**config.mk**
```make
export PLATFORM = sky130hd
export DESIGN_NAME = mapa_scheduler
export DESIGN_NICKNAME = d
export VERILOG_FILES = /design/src/rtl/mapa_scheduler.sv
export SDC_FILE = /design/constraint.sdc
export NUM_CORES = 1
export LEC_CHECK = 0
export CAP_MARGIN = 25
export CORE_MARGIN = 4
export CORE_UTILIZATION = 55
export CTS_CLUSTER_DIAMETER = 30
export DETAILED_ROUTE_END_ITERATION = 7
export PLACE_DENSITY = 0.84
export SETUP_SLACK_MARGIN = 0.2
export SKIP_CTS_REPAIR_TIMING = 1
export SLEW_MARGIN = 10
export SYNTH_ARGS = -nofsm -noshare
export SYNTH_HDL_FRONTEND = slang
export SYNTH_SLANG_ARGS = --single-unit
```
**constraint.sdc**
```tcl
create_clock -name clk -period 7.3 [get_ports clk]
set_input_delay 0.73 -clock clk [delete_from_list [all_inputs] [get_ports clk]]
set_output_delay 0.73 -clock clk [all_outputs]
set_load 0.02 [all_outputs]
```
**src/rtl/mapa_scheduler.sv**
```systemverilog
// Round-robin time-multiplexer of two 7-bit patterns onto one display path.
// All outputs are registered from next-state (1-cycle latency); hold freezes the dwell counter and blocks only expiry-based switching.
module mapa_scheduler #(
    parameter int         DWELL = 4,
    parameter int         CNT_W = 16,
    parameter logic [6:0] BLANK = 7'b1111111
) (
    input  logic       clk,
    input  logic       reset,
    input  logic       req0,
    input  logic       req1,
    input  logic [6:0] mapa0,
    input  logic [6:0] mapa1,
    input  logic       hold,
    output logic       sel,
    output logic [6:0] out,
    output logic       grant0,
    output logic       grant1,
    output logic       slot_tick
);

    typedef enum logic [1:0] {
        IDLE  = 2'd0,
        SHOW0 = 2'd1,
        SHOW1 = 2'd2
    } state_t;

    localparam logic [CNT_W-1:0] CNT_LAST = CNT_W'(DWELL - 1);

    state_t           state, state_nxt;
    logic [CNT_W-1:0] cnt, cnt_nxt;
    logic             last, last_nxt;
    logic             tick_nxt;

    always_ff @(posedge clk or posedge reset) begin
        if (reset) begin
            state     <= IDLE;
            cnt       <= '0;
            last      <= 1'b1;
            sel       <= 1'b0;
            out       <= BLANK;
            grant0    <= 1'b0;
            grant1    <= 1'b0;
            slot_tick <= 1'b0;
        end else begin
            state     <= state_nxt;
            cnt       <= cnt_nxt;
            last      <= last_nxt;
            slot_tick <= tick_nxt;
            grant0    <= (state_nxt == SHOW0);
            grant1    <= (state_nxt == SHOW1);
            // sel keeps its previous value while idle
            if (state_nxt == SHOW0)
                sel <= 1'b0;
            else if (state_nxt == SHOW1)
                sel <= 1'b1;
            out <= (state_nxt == SHOW0) ? mapa0 :
                   (state_nxt == SHOW1) ? mapa1 : BLANK;
        end
    end

    always_comb begin
        state_nxt = state;
        cnt_nxt   = cnt;
        tick_nxt  = 1'b0;
        case (state)
            IDLE: begin
                cnt_nxt = '0;
                if (req0 && req1)
                    state_nxt = last ? SHOW0 : SHOW1;
                else if (req0)
                    state_nxt = SHOW0;
                else if (req1)
                    state_nxt = SHOW1;
                else
                    state_nxt = IDLE;
            end
            SHOW0: begin
                // losing the request takes priority over dwell and hold
                if (!req0) begin
                    cnt_nxt   = '0;
                    state_nxt = req1 ? SHOW1 : IDLE;
                end else if (!hold) begin
                    if (cnt == CNT_LAST) begin
                        cnt_nxt   = '0;
                        tick_nxt  = 1'b1;
                        state_nxt = req1 ? SHOW1 : SHOW0;
                    end else begin
                        cnt_nxt = cnt + 1'b1;
                    end
                end
            end
            SHOW1: begin
                if (!req1) begin
                    cnt_nxt   = '0;
                    state_nxt = req0 ? SHOW0 : IDLE;
                end else if (!hold) begin
                    if (cnt == CNT_LAST) begin
                        cnt_nxt   = '0;
                        tick_nxt  = 1'b1;
                        state_nxt = req0 ? SHOW0 : SHOW1;
                    end else begin
                        cnt_nxt = cnt + 1'b1;
                    end
                end
            end
            default: begin
                state_nxt = IDLE;
                cnt_nxt   = '0;
            end
        endcase
    end

    always_comb begin
        last_nxt = last;
        if (state_nxt == SHOW0 && state != SHOW0)
            last_nxt = 1'b0;
        else if (state_nxt == SHOW1 && state != SHOW1)
            last_nxt = 1'b1;
    end

endmodule

```
==> results of run 1 <==
placed cells by master (no fill, tap or decap), types with 2 or more instances in the layout:
cell / instances
inv_1: 12
nor2b_1: 2
nand2_1: 8
nand3_1: 3
clkdlybuf4s50_1: 29
nand2b_1: 3
nor4_1: 4
or4_1: 3
ha_1: 7
mux2i_1: 3
nand4_1: 5
dfrtp_1: 22
xor2_1: 7
xnor2_1: 4
nor3_1: 2
o21ai_0: 3
o21a_1: 2
o31ai_1: 2
nor2_1: 22
a21oi_1: 13
clkbuf_4: 5
and3_1: 2
dfstp_2: 8
synthesized netlist by cell type (2+ instances only):
cell type   n
o21ai_0     3
dfrtp_1    22
inv_1      12
nor4_1      4
xnor2_1     4
nand2b_1    3
o31ai_1     2
nand4_1     5
a21oi_1    13
dfstp_2     8
nor2b_1     2
ha_1        7
nand2_1     8
nand3_1     3
o21a_1      2
mux2i_1     3
or4_1       3
and3_1      2
nor3_1      2
nor2_1     22
xor2_1      7
logic make-up after synthesis:
group | share of synthesized area
and+or+nand+nor | 0.231
DFF | 0.488
AOI/OAI and AO/OA | 0.110
buffers and inverters | 0.0345
xor gates and xnor gates | 0.0617
adders and majority gates | 0.0561
muxes | 0.0192
sequential cells by signal, indices dropped and copies added, names as in the netlist:
signal,cells
cnt,16
out,7
state,2
grant0,1
grant1,1
last,1
sel,1
slot_tick,1
through the flow:
step | cell area [µm²] | std cells | hold WS (ps)
floorplan | 1560 | 155 | 504
CTS | 1970 | 222 | 526
global placement | 1880 | 213 | 484
global route | 1970 | 222 | 535
finish | 1970 | 222 | 520
detailed placement | 1910 | 214 | 476
how the worst min path moves through the flow:
stage                startpoint               end  cells after the start
2_1_floorplan  last$_DFFE_PP1P_  last$_DFFE_PP1P_                      2
5_1_grt         sel$_DFFE_PP0P_   sel$_DFFE_PP0P_                      2
3_5_place_dp    sel$_DFFE_PP0P_   sel$_DFFE_PP0P_                      2
6_report        sel$_DFFE_PP0P_   sel$_DFFE_PP0P_                      2
4_1_cts         sel$_DFFE_PP0P_   sel$_DFFE_PP0P_                      2
3_3_place_gp    sel$_DFFE_PP0P_   sel$_DFFE_PP0P_                      2
worst max-delay path, stage by stage:
cell and delay [ps]:
clkdlybuf4s50_1 540, nor4b_2 330, nand4_2 260, mux2i_1 200, nor4_1 320, ha_1 450
nand2b_1 290, nor2_1 80, a21oi_1 150
where the power goes:
group | internal [µW] | switching, µW
Combinational | 114 | 151
Clock | 46.6 | 56.8
Sequential | 219 | 20.2
Total | 380 | 228
layer usage:
layer / global-route usage / routed length (µm) / vias to the layer above
li1: - / - / 619
met1: 0.233 / 1370 / 624
met2: 0.390 / 1860 / 39
met3: 0.0901 / 251 / 7
met4: 0.0929 / 65 / 0
met5: 0 / 0 / -
layout make-up:
| type | instances | area [µm²] | area share |
|---|---|---|---|
| Sequential cell | 30 | 761 | 0.387 |
| Multi-Input combinational cell | 111 | 746 | 0.379 |
| Timing Repair Buffer | 30 | 318 | 0.161 |
| Clock buffer | 7 | 55.1 | 0.0280 |
| Inverter | 12 | 45.0 | 0.0229 |
| Tap cell | 31 | 38.8 | 0.0197 |
| Clock inverter | 1 | 5.00 | 0.00254 |
==> results.toml, run 1 <==
[place]
dp_slack_ps = 3870
gp_congestion = 0.918
port_buffers = 29
dpl.hpwl_um = 2590

[floorplanning]
rows = 19
die_h_um = 61.3
start_util = 0.571
die_area_um2 = 3750
ioPinCount = 30
die_x_um = 61.3
core_um2 = 2730

[clock_tree]
htreeDepth = 2
clock-sinks = 30
clk_pin_slew_ps = 90
cts_root_buf = "clkbuf_4"
clk_latency_ps = 340
numCtsBuffers = 5
max-clock-path-buffers = 2
cts_tree = "yes"

[global_routing]
grt-ovfl-total = 0
grt_pass1_vias = 1298
grt_use_total = 0.222
antenna_found_initial = 0
grt_max_degree = 18
grt_pass1_wl_um = 5930

[sta]
fmax_mhz = 324
tns_ps = 0
tightest_slew_ps = 645
timing.final.crit_share = 0.422
rsz0062_at_grt = "no"
hold_viol_final = 0
fin_ws_ps = 4220
slew_violations = 0
max_slew_margin = 0.569
fin_worst_skew_ps = 9.16
fin_crit_ps = 3080
setup_violations = 0

[synthesis]
avgSynthCellArea_um2 = 10.1
yosysWarnings = 0
syn_area_um2 = 1560
syn_inst = 155
ys_ff_latch = 30
synth_top_area_frac = 0.353
synth-async-reset-ratio = 1.00
synthFlopType = "dfrtp_1"
synth_edf_count = 0
yosysTopAreaCell = "dfrtp_1"
yosys-top-cells-area = "dfrtp_1 35%, dfstp_2 13%, ha_1 5.6%, nor2_1 5.3%, a21oi_1 4.2%"
postSynthNetCount = 181
yosysSeqAreaShare = 0.488
ys_types = 39

[worst_setup_path]
rr_endpoint = "out[2]$_DFF_PP1_"
startpoint_type = "primary input"
r2r_cells = 9
cp-endpoint = "out[2]$_DFF_PP1_"
critical_path_arrival_ps = 3350
startpoint = "hold"
cp.required_ps = 7560
r2r_setup_slack_ps = 4530
rr_startpoint = "cnt[0]$_DFF_PP0_"
end_kind = "flip-flop"
crit_type = "primary input to flip-flop"
crit_fanout = 11

[detailed_routing]
wl_um = 3550
vias = 1289
ant_nets = 0
drc = 0
vias_per_cell = 5.81
post_drt_wl_per_cell_um = 16.0
drt-initial-drc-count = 67
dr.pass1.iters = 5

[cells_and_area]
syn_to_final_growth_pct = 26.1
fill_cells = 197
fin_util = 0.720
drive_gt1_frac = 0.115
fin_nets = 216
antennaDiodeCount = 0

[pwr]
p_total_uw = 608
p_per_area_nw_per_um2 = 309
peakVddDrop_uv = 317
power.leakage_uw = 0.000853

[job]
cap_violations = 0

[run_status]
status = "complete, no violations"

[min_path]
worstHoldPathType = "flip-flop to flip-flop"
Note: power is estimated with default switching activity, not from simulation.
==> run 2: changes to the inputs <==
Settings changed: CORE_UTILIZATION 55 to 46, PLACE_DENSITY 0.84 to 0.75.
Clock period 7.3 ns to 2.8 ns, I/O delays scaled along.
==> run 2 against run 1 <==
Compared with the run above:
- die area increased by 17%
- sequential power increased to 2.6 times the previous value
- count of clock-buffer cells in the layout unchanged
- critical path depth increased by 1
- register-to-register slack got worse by 4200 ps
- critical path type is now flip-flop to flip-flop
- largest power group unchanged
==> results.toml, run 2 (synthesis gave the netlist of run 1 again) <==
[clock_tree]
cts_root_buf = "clkbuf_4"
clock-sinks = 30
max-clock-path-buffers = 2
clk_latency_ps = 330
numCtsBuffers = 5
htreeDepth = 2
cts_tree = "yes"
clk_pin_slew_ps = 90

[global_routing]
grt-ovfl-total = 0
antenna_found_initial = 0
gr-usage-met2 = 0.280
busiest_layer = "met2"
grtUsageMet3 = 0.0714
grt_pass1_wl_um = 5610
grt_use_total = 0.168
grt_max_degree = 26
grt_pass1_vias = 1342
grtUsageMet1 = 0.186

[floorplanning]
die_x_um = 66.2
core_um2 = 3150
ioPinCount = 30
rows = 20
start_util = 0.495
die_area_um2 = 4390
die_h_um = 66.2

[cells_and_area]
most-common-layout-cells = "29 x clkdlybuf4s50_1, 22 x nor2_1, 21 x dfrtp_1, 13 x a21oi_1, 12 x inv_1"
antennaDiodeCount = 0
final_common_cell = "clkdlybuf4s50_1"
finalNonFillerCells = 240
reg_top3 = "cnt (16), out (7), state (2)"
final-seq-area_um2 = 762
fin_nets = 221
multi_input_area_um2 = 753
largest_reg_flops = 16
fill_cells = 256
syn_to_final_growth_pct = 31.8
fin_util = 0.652
drive_gt1_frac = 0.148
max_flop_register = "cnt"

[sta]
setup_violations = 0
max_slew_margin = 0.599
fin_crit_ps = 2480
slew_violations = 0
tns_ps = 0
fin_worst_skew_ps = 11.2
rsz0062_at_grt = "no"
tightest_slew_ps = 599
hold_viol_final = 0
timing.final.crit_share = 0.884
fmax_mhz = 404

[pwr]
p_per_area_nw_per_um2 = 817
peakVddDrop_uv = 522
pwr-share-clk = 0.213
power_frac_comb = 0.418
p_switching_uw = 580
power.leakage_uw = 0.000888
p_int_uw = 1100
pwr-share-seq = 0.369
swShare = 0.345

[job]
cap_violations = 0

[detailed_routing]
vias = 1264
wl_um = 3270
drc = 0
ant_nets = 0
post_drt_wl_per_cell_um = 13.6
vias_per_cell = 5.27
dr.pass1.iters = 4
drt-initial-drc-count = 66

[worst_setup_path]
end_kind = "flip-flop"
cp.required_ps = 3060
startpoint_type = "flip-flop"
r2r_setup_slack_ps = 320
crit_type = "flip-flop to flip-flop"
critical_path_arrival_ps = 2730
crit_fanout = 7

[place]
port_buffers = 29
gp_congestion = 0.819
dpl.hpwl_um = 2430
placed_cells = 231

[run_status]
status = "complete, no violations"

[min_path]
worstHoldPathType = "primary input to asynchronous set/reset pin"
## run 2: changes by cell type in the layout (fill, tap and decap cells not counted), sizes merged
| cell | change |
|---|---|
| buf | +5 |
| bufinv | +1 |
| clkinv | -1 |
## run 2: power by group through the flow
stage	Sequential (µW)	Combinational [µW]	Clock (µW)
6_report	621	702	358
5_1_grt	635	769	388
4_1_cts	620	685	366
3_5_place_dp	626	680	0
3_3_place_gp	624	655	0
2_1_floorplan	716	319	0
## run 2: final timing paths
check                                  from                to  depth (start not counted)
setup / recovery           cnt[0]$_DFF_PP0_  out[2]$_DFF_PP1_                         10
hold / removal                        reset  cnt[2]$_DFF_PP0_                          2
setup reg to reg           cnt[0]$_DFF_PP0_  out[2]$_DFF_PP1_                         10
hold reg to reg             sel$_DFFE_PP0P_   sel$_DFFE_PP0P_                          2
max in group asynchronous             reset  out[2]$_DFF_PP1_                          4
min in group clk                   mapa0[3]  out[3]$_DFF_PP1_                          3
## run 2: critical path: stages, from the launching register on
cell      delay [ps]
dfrtp_2          450
ha_1             240
nor4b_2          180
nand4_2          130
buf_4            160
a41oi_1          140
or4_1            550
ha_1             280
nand2b_4         120
nor2_1            50
a21oi_1          120
## run 2: cell type report
type,instances,share of cell area
flip-flops and latches,30,0.371
multi-input cells,111,0.366
clock buffers,7,0.0268
well taps,44,0.0268
repair buffers,35,0.173
inverters,12,0.0219
clock inverters,1,0.0146
## run 2: layer usage
| layer | routed length, µm | part of all wire |
|---|---|---|
| met5 | 0 | 0 |
| met4 | 28 | 0.0086 |
| met3 | 234 | 0.072 |
| met2 | 1700 | 0.52 |
| met1 | 1310 | 0.40 |
## run 2: stage by stage
step | total power, µW | worst slack [ps] | hold slack, ps | instance area [µm²]
2_1_floorplan | 1030 | 387 | 365 | 1560
3_3_place_gp | 1280 | 273 | 470 | 1930
3_5_place_dp | 1310 | 212 | 486 | 1930
4_1_cts | 1670 | 211 | 424 | 2020
5_1_grt | 1790 | 207 | 257 | 2060
6_report | 1680 | 324 | 249 | 2060
==> RTL edit 1 (settings of run 2) <==
`CNT_W`: 16 -> 14.
--- a/src/rtl/mapa_scheduler.sv
+++ b/src/rtl/mapa_scheduler.sv
@@ -2,7 +2,7 @@
 // All outputs are registered from next-state (1-cycle latency); hold freezes the dwell counter and blocks only expiry-based switching.
 module mapa_scheduler #(
     parameter int         DWELL = 4,
-    parameter int         CNT_W = 16,
+    parameter int         CNT_W = 14,
     parameter logic [6:0] BLANK = 7'b1111111
 ) (
     input  logic       clk,
Function: no difference found for any inputs over 10 cycles, from zero or initial values and one cycle with reset high; that may be too few to reach the edited logic, so the function may still have changed.
==> RTL edit 1 against run 2 <==
Power shrank 16%. Count of clock-buffer cells in the layout decreased by 4. Global-route usage increased by 0.52 points. Via count down 2.1%. Highest routed layer unchanged. Area after synthesis is 0.56% lower. Combinational power is 16% lower. Critical endpoint is now out[4]$_DFF_PP1_. Worst setup slack gained 0.063 ns. Non-clock buffer count decreased by 1. Sequential cell count is 2 lower. Hold slack worse by 0.082 ns. Wire length increased by 2.3%. Critical path depth unchanged. Cell area fell by 2.9%.
==> RTL edit 1: results <==
[status]
status = finished, final reports clean

[sta]
whs_ns = 0.167
fmax_ghz = 0.414
post-route-min-period_ns = 2.41
skew_ns = 0.0124
slew_headroom = 0.776

[cts]
clk_pin_slew_ns = 0.16
numCtsBuffers = 3
htreeDepth = 1
clockBufferDepth = 2
cts-root-buf = clkbuf_4
insertion_delay_ns = 0.34

[cells_and_area]
drive_gt1_frac = 0.137
antenna_cells = 0
layout.nets = 217
biggestRegsByFlops = cnt (14), out (7), state (2)

[yosys]
synth_area_leaders = dfrtp_1 (32%), dfstp_2 (14%), xnor2_1 (6.2%), nor2_1 (6.0%), ha_1 (5.6%)
ys_seq_area_frac = 0.458
ys_async_sr_fraction = 1.00
synth_nets = 180
synth_cell_types = 37
synth.yosys.warnings = 0
synth_commonest_cells = nor2_1 (25), dfrtp_1 (20), inv_1 (17), xnor2_1 (11), a21oi_1 (10)

[drt]
vias_per_cell = 5.29
routed_wl_mm = 3.34
drt_iter0_drc = 60
first_pass_iters = 4

[power]
p_leak_uw = 0.000852
p_int_uw = 905
pg_comb_uw = 593
peakVddDrop_v = 0.000494
finalPower_uw = 1400
seqPwrFrac = 0.387

[global_route]
grt_pass1_vias = 1337
antenna_found_initial = 0
grt_max_degree = 26
grtUsageTotal = 0.173
grt_pass1_wl_mm = 5.86

[setup_path]
crit_family = compound AO/OA/AOI/OAI gates
reg2regPathDepth = 10
r2r-end = out[4]$_DFF_PP1_
r2r-start = cnt[0]$_DFF_PP0_
ff2ff_setup_slack_ns = 0.39
path_max_fanout = 7
worst_ep_arrival_time_ns = 2.68
cpPeakStageDelay_ns = 0.44
slowest_stage = dfrtp_1

[place]
gp_congestion = 0.831
dpl.hpwl_mm = 2.69
io_buffers = 29

[hold_path]
hold_path.class = in -> async
## RTL edit 1: cell count changes in the layout (fill, tap and decap cells not counted), moves of 3 or more
| cell | delta |
|---|---|
| xnor2_1 | +7 |
| inv_1 | +5 |
| xor2_1 | -5 |
| nand4_1 | -4 |
| a21oi_1 | -3 |
| nor2_1 | +3 |
| nor4_4 | +3 |
| or4_1 | -3 |
## RTL edit 1: worst max path at each step
stage / from / cells after the start / slack (ns) / endpoint
final: cnt[0]$_DFF_PP0_ / 10 / 0.39 / out[4]$_DFF_PP1_
after global routing: cnt[0]$_DFF_PP0_ / 10 / 0.23 / out[4]$_DFF_PP1_
after CTS: cnt[0]$_DFF_PP0_ / 10 / 0.38 / out[4]$_DFF_PP1_
after detailed placement: hold / 10 / 0.23 / out[4]$_DFF_PP1_
after global placement: hold / 9 / 0.36 / out[4]$_DFF_PP1_
after floorplan: cnt[0]$_DFF_PP0_ / 10 / 0.44 / out[0]$_DFF_PP1_
## RTL edit 1: metrics by stage
stage | worst slack (ns) | instances | util | instance area [sq um]
floorplan | 0.445 | 154 | - | 1550
global placement | 0.358 | 229 | 0.612 | 1920
detailed placement | 0.229 | 229 | 0.612 | 1920
CTS | 0.378 | 233 | 0.629 | 1970
global route | 0.227 | 234 | 0.638 | 2000
finish | 0.387 | 234 | 0.638 | 2000
## RTL edit 1: routing by layer
| layer | vias up | share of wire | GRT usage |
|---|---|---|---|
| li1 | 589 | - | - |
| met2 | 49 | 0.52 | 0.320 |
| met4 | 0 | 0.027 | 0.0761 |
| met1 | 590 | 0.37 | 0.177 |
| met3 | 9 | 0.077 | 0.0527 |
| met5 | - | 0 | 0 |
## RTL edit 1: cell families (layout without fill, tap and decap cells)
family / count (synthesis) / after routing / share of synthesized area
buffers and inverters: 19 / 55 / 0.0484
AND/OR/NAND/NOR: 61 / 61 / 0.251
flip-flops: 28 / 28 / 0.458
multiplexers: 3 / 3 / 0.0194
XOR/XNOR: 13 / 13 / 0.0734
AO/OA/AOI/OAI: 23 / 23 / 0.0936
adder cells (fa/ha/maj): 7 / 7 / 0.0564
## RTL edit 1: final cells by class
cell class	instances	area [sq um]
clock buffer	3	22.5
sequential	28	711
clock inverter	1	30.0
timing repair buffer	34	348
multi-input combinational	107	766
inverter	17	63.8
tap	44	55.1
fill	256	1130
## RTL edit 1: worst reg2reg max path, stage by stage, from the launching register on
cell and delay, ns:
dfrtp_1 0.44, ha_1 0.22, nor2b_1 0.17, buf_4 0.16, a41oi_1 0.22, a2bb2oi_1 0.23, o21ai_0 0.17, ha_1 0.27
nand2b_1 0.22, nor2_1 0.09, a21oi_1 0.15
==> RTL edit 2 (flow settings as in run 2) <==
Made on the original files. Encoding of `state_t`: now one-hot (3 bits for 3 states).
--- a/src/rtl/mapa_scheduler.sv
+++ b/src/rtl/mapa_scheduler.sv
@@ -19,10 +19,10 @@
     output logic       slot_tick
 );
 
-    typedef enum logic [1:0] {
-        IDLE  = 2'd0,
-        SHOW0 = 2'd1,
-        SHOW1 = 2'd2
+    typedef enum logic [2:0] {
+        IDLE  = 3'b001,
+        SHOW0 = 3'b010,
+        SHOW1 = 3'b100
     } state_t;
 
     localparam logic [CNT_W-1:0] CNT_LAST = CNT_W'(DWELL - 1);
Function: no difference found for any inputs over 10 cycles, from zero or initial values and one cycle with reset high; not proved beyond that.
==> RTL edit 2 against run 2 <==
Cell area shrank 6.6%. Sequential share of layout area increased by 3.9 points. Sequential cell count increased by 1. Power decreased by 8.3%. Worst setup slack improved by 0.30 ns. Clock skew decreased by 0.0076 ns. Fmax up 14%. Wire length shrank 6.6%. Via count shrank 7.2%. Area after synthesis increased by 0.40%. Largest power group is now sequential cells.
==> RTL edit 2: results <==
[setup_path]
path_max_fanout = 10
slowest_stage = dfrtp_1
reg2regPathDepth = 6
worst_ep_arrival_time_ns = 2.45
ff2ff_setup_slack_ns = 0.63

[yosys]
synth_cell_types = 44
ys_seq_area_frac = 0.502
synth_nets = 162
synth_compound_area_frac = 0.137
synth.avg_cell_area_sq_um = 11.0
synth_commonest_cells = dfrtp_1 (22), nor2_1 (19), xor2_1 (10), dfstp_2 (9), inv_1 (8)
synth_xor_area_frac = 0.0783

[place]
place_inst = 211
dpl-instance-area_sq_um = 1870
place_ws_ns = 0.484
dpl.hpwl_mm = 2.24
gp_congestion = 0.867

[drt]
drt_iter0_drc = 43
vias_per_cell = 5.36
routed_wl_mm = 3.05

[status]
status = finished, final reports clean

[cells_and_area]
layout.nets = 194
layoutNonFillerInstCount = 219
biggestRegsByFlops = cnt (16), out (7), state (3)

[sta]
whs_ns = 0.321
skew_ns = 0.00364

[global_route]
grt_pass1_vias = 1225
grt_max_degree = 32
grt_pass1_wl_mm = 5.34
grtUsageTotal = 0.161

[power]
p_leak_uw = 0.000804
peakVddDrop_v = 0.000511
==> RTL edit 2: cell types whose count changed after synthesis, moves of 4 or more <==
cell	change
ha_1	-6
nand4_1	-4
o22a_2	+7
a21oi_1	-10
inv_1	-4
==> RTL edit 2: report_power, final <==
part,switching [uW],total [uW],internal (uW),leakage [uW]
sequential,78.9,670,591,0.000396
clock,148,242,93.1,0.0000347
combinational,321,628,307,0.000373
==> RTL edit 2: cell type report <==
type / instances / area [sq um] / area share
clock buffers: 5 / 37.5 / 0.0196
clock inverters: 3 / 15.0 / 0.00782
inverters: 8 / 30.0 / 0.0156
multi-input cells: 98 / 697 / 0.363
flip-flops and latches: 31 / 787 / 0.410
well taps: 44 / 55.1 / 0.0287
repair buffers: 30 / 298 / 0.155
==> RTL edit 2: layer usage <==
layer	track usage	up-vias	wire, um
met5	0	-	0
met4	0.0635	0	35
met1	0.186	563	1340
met2	0.252	36	1410
met3	0.0850	4	270
li1	-	570	-
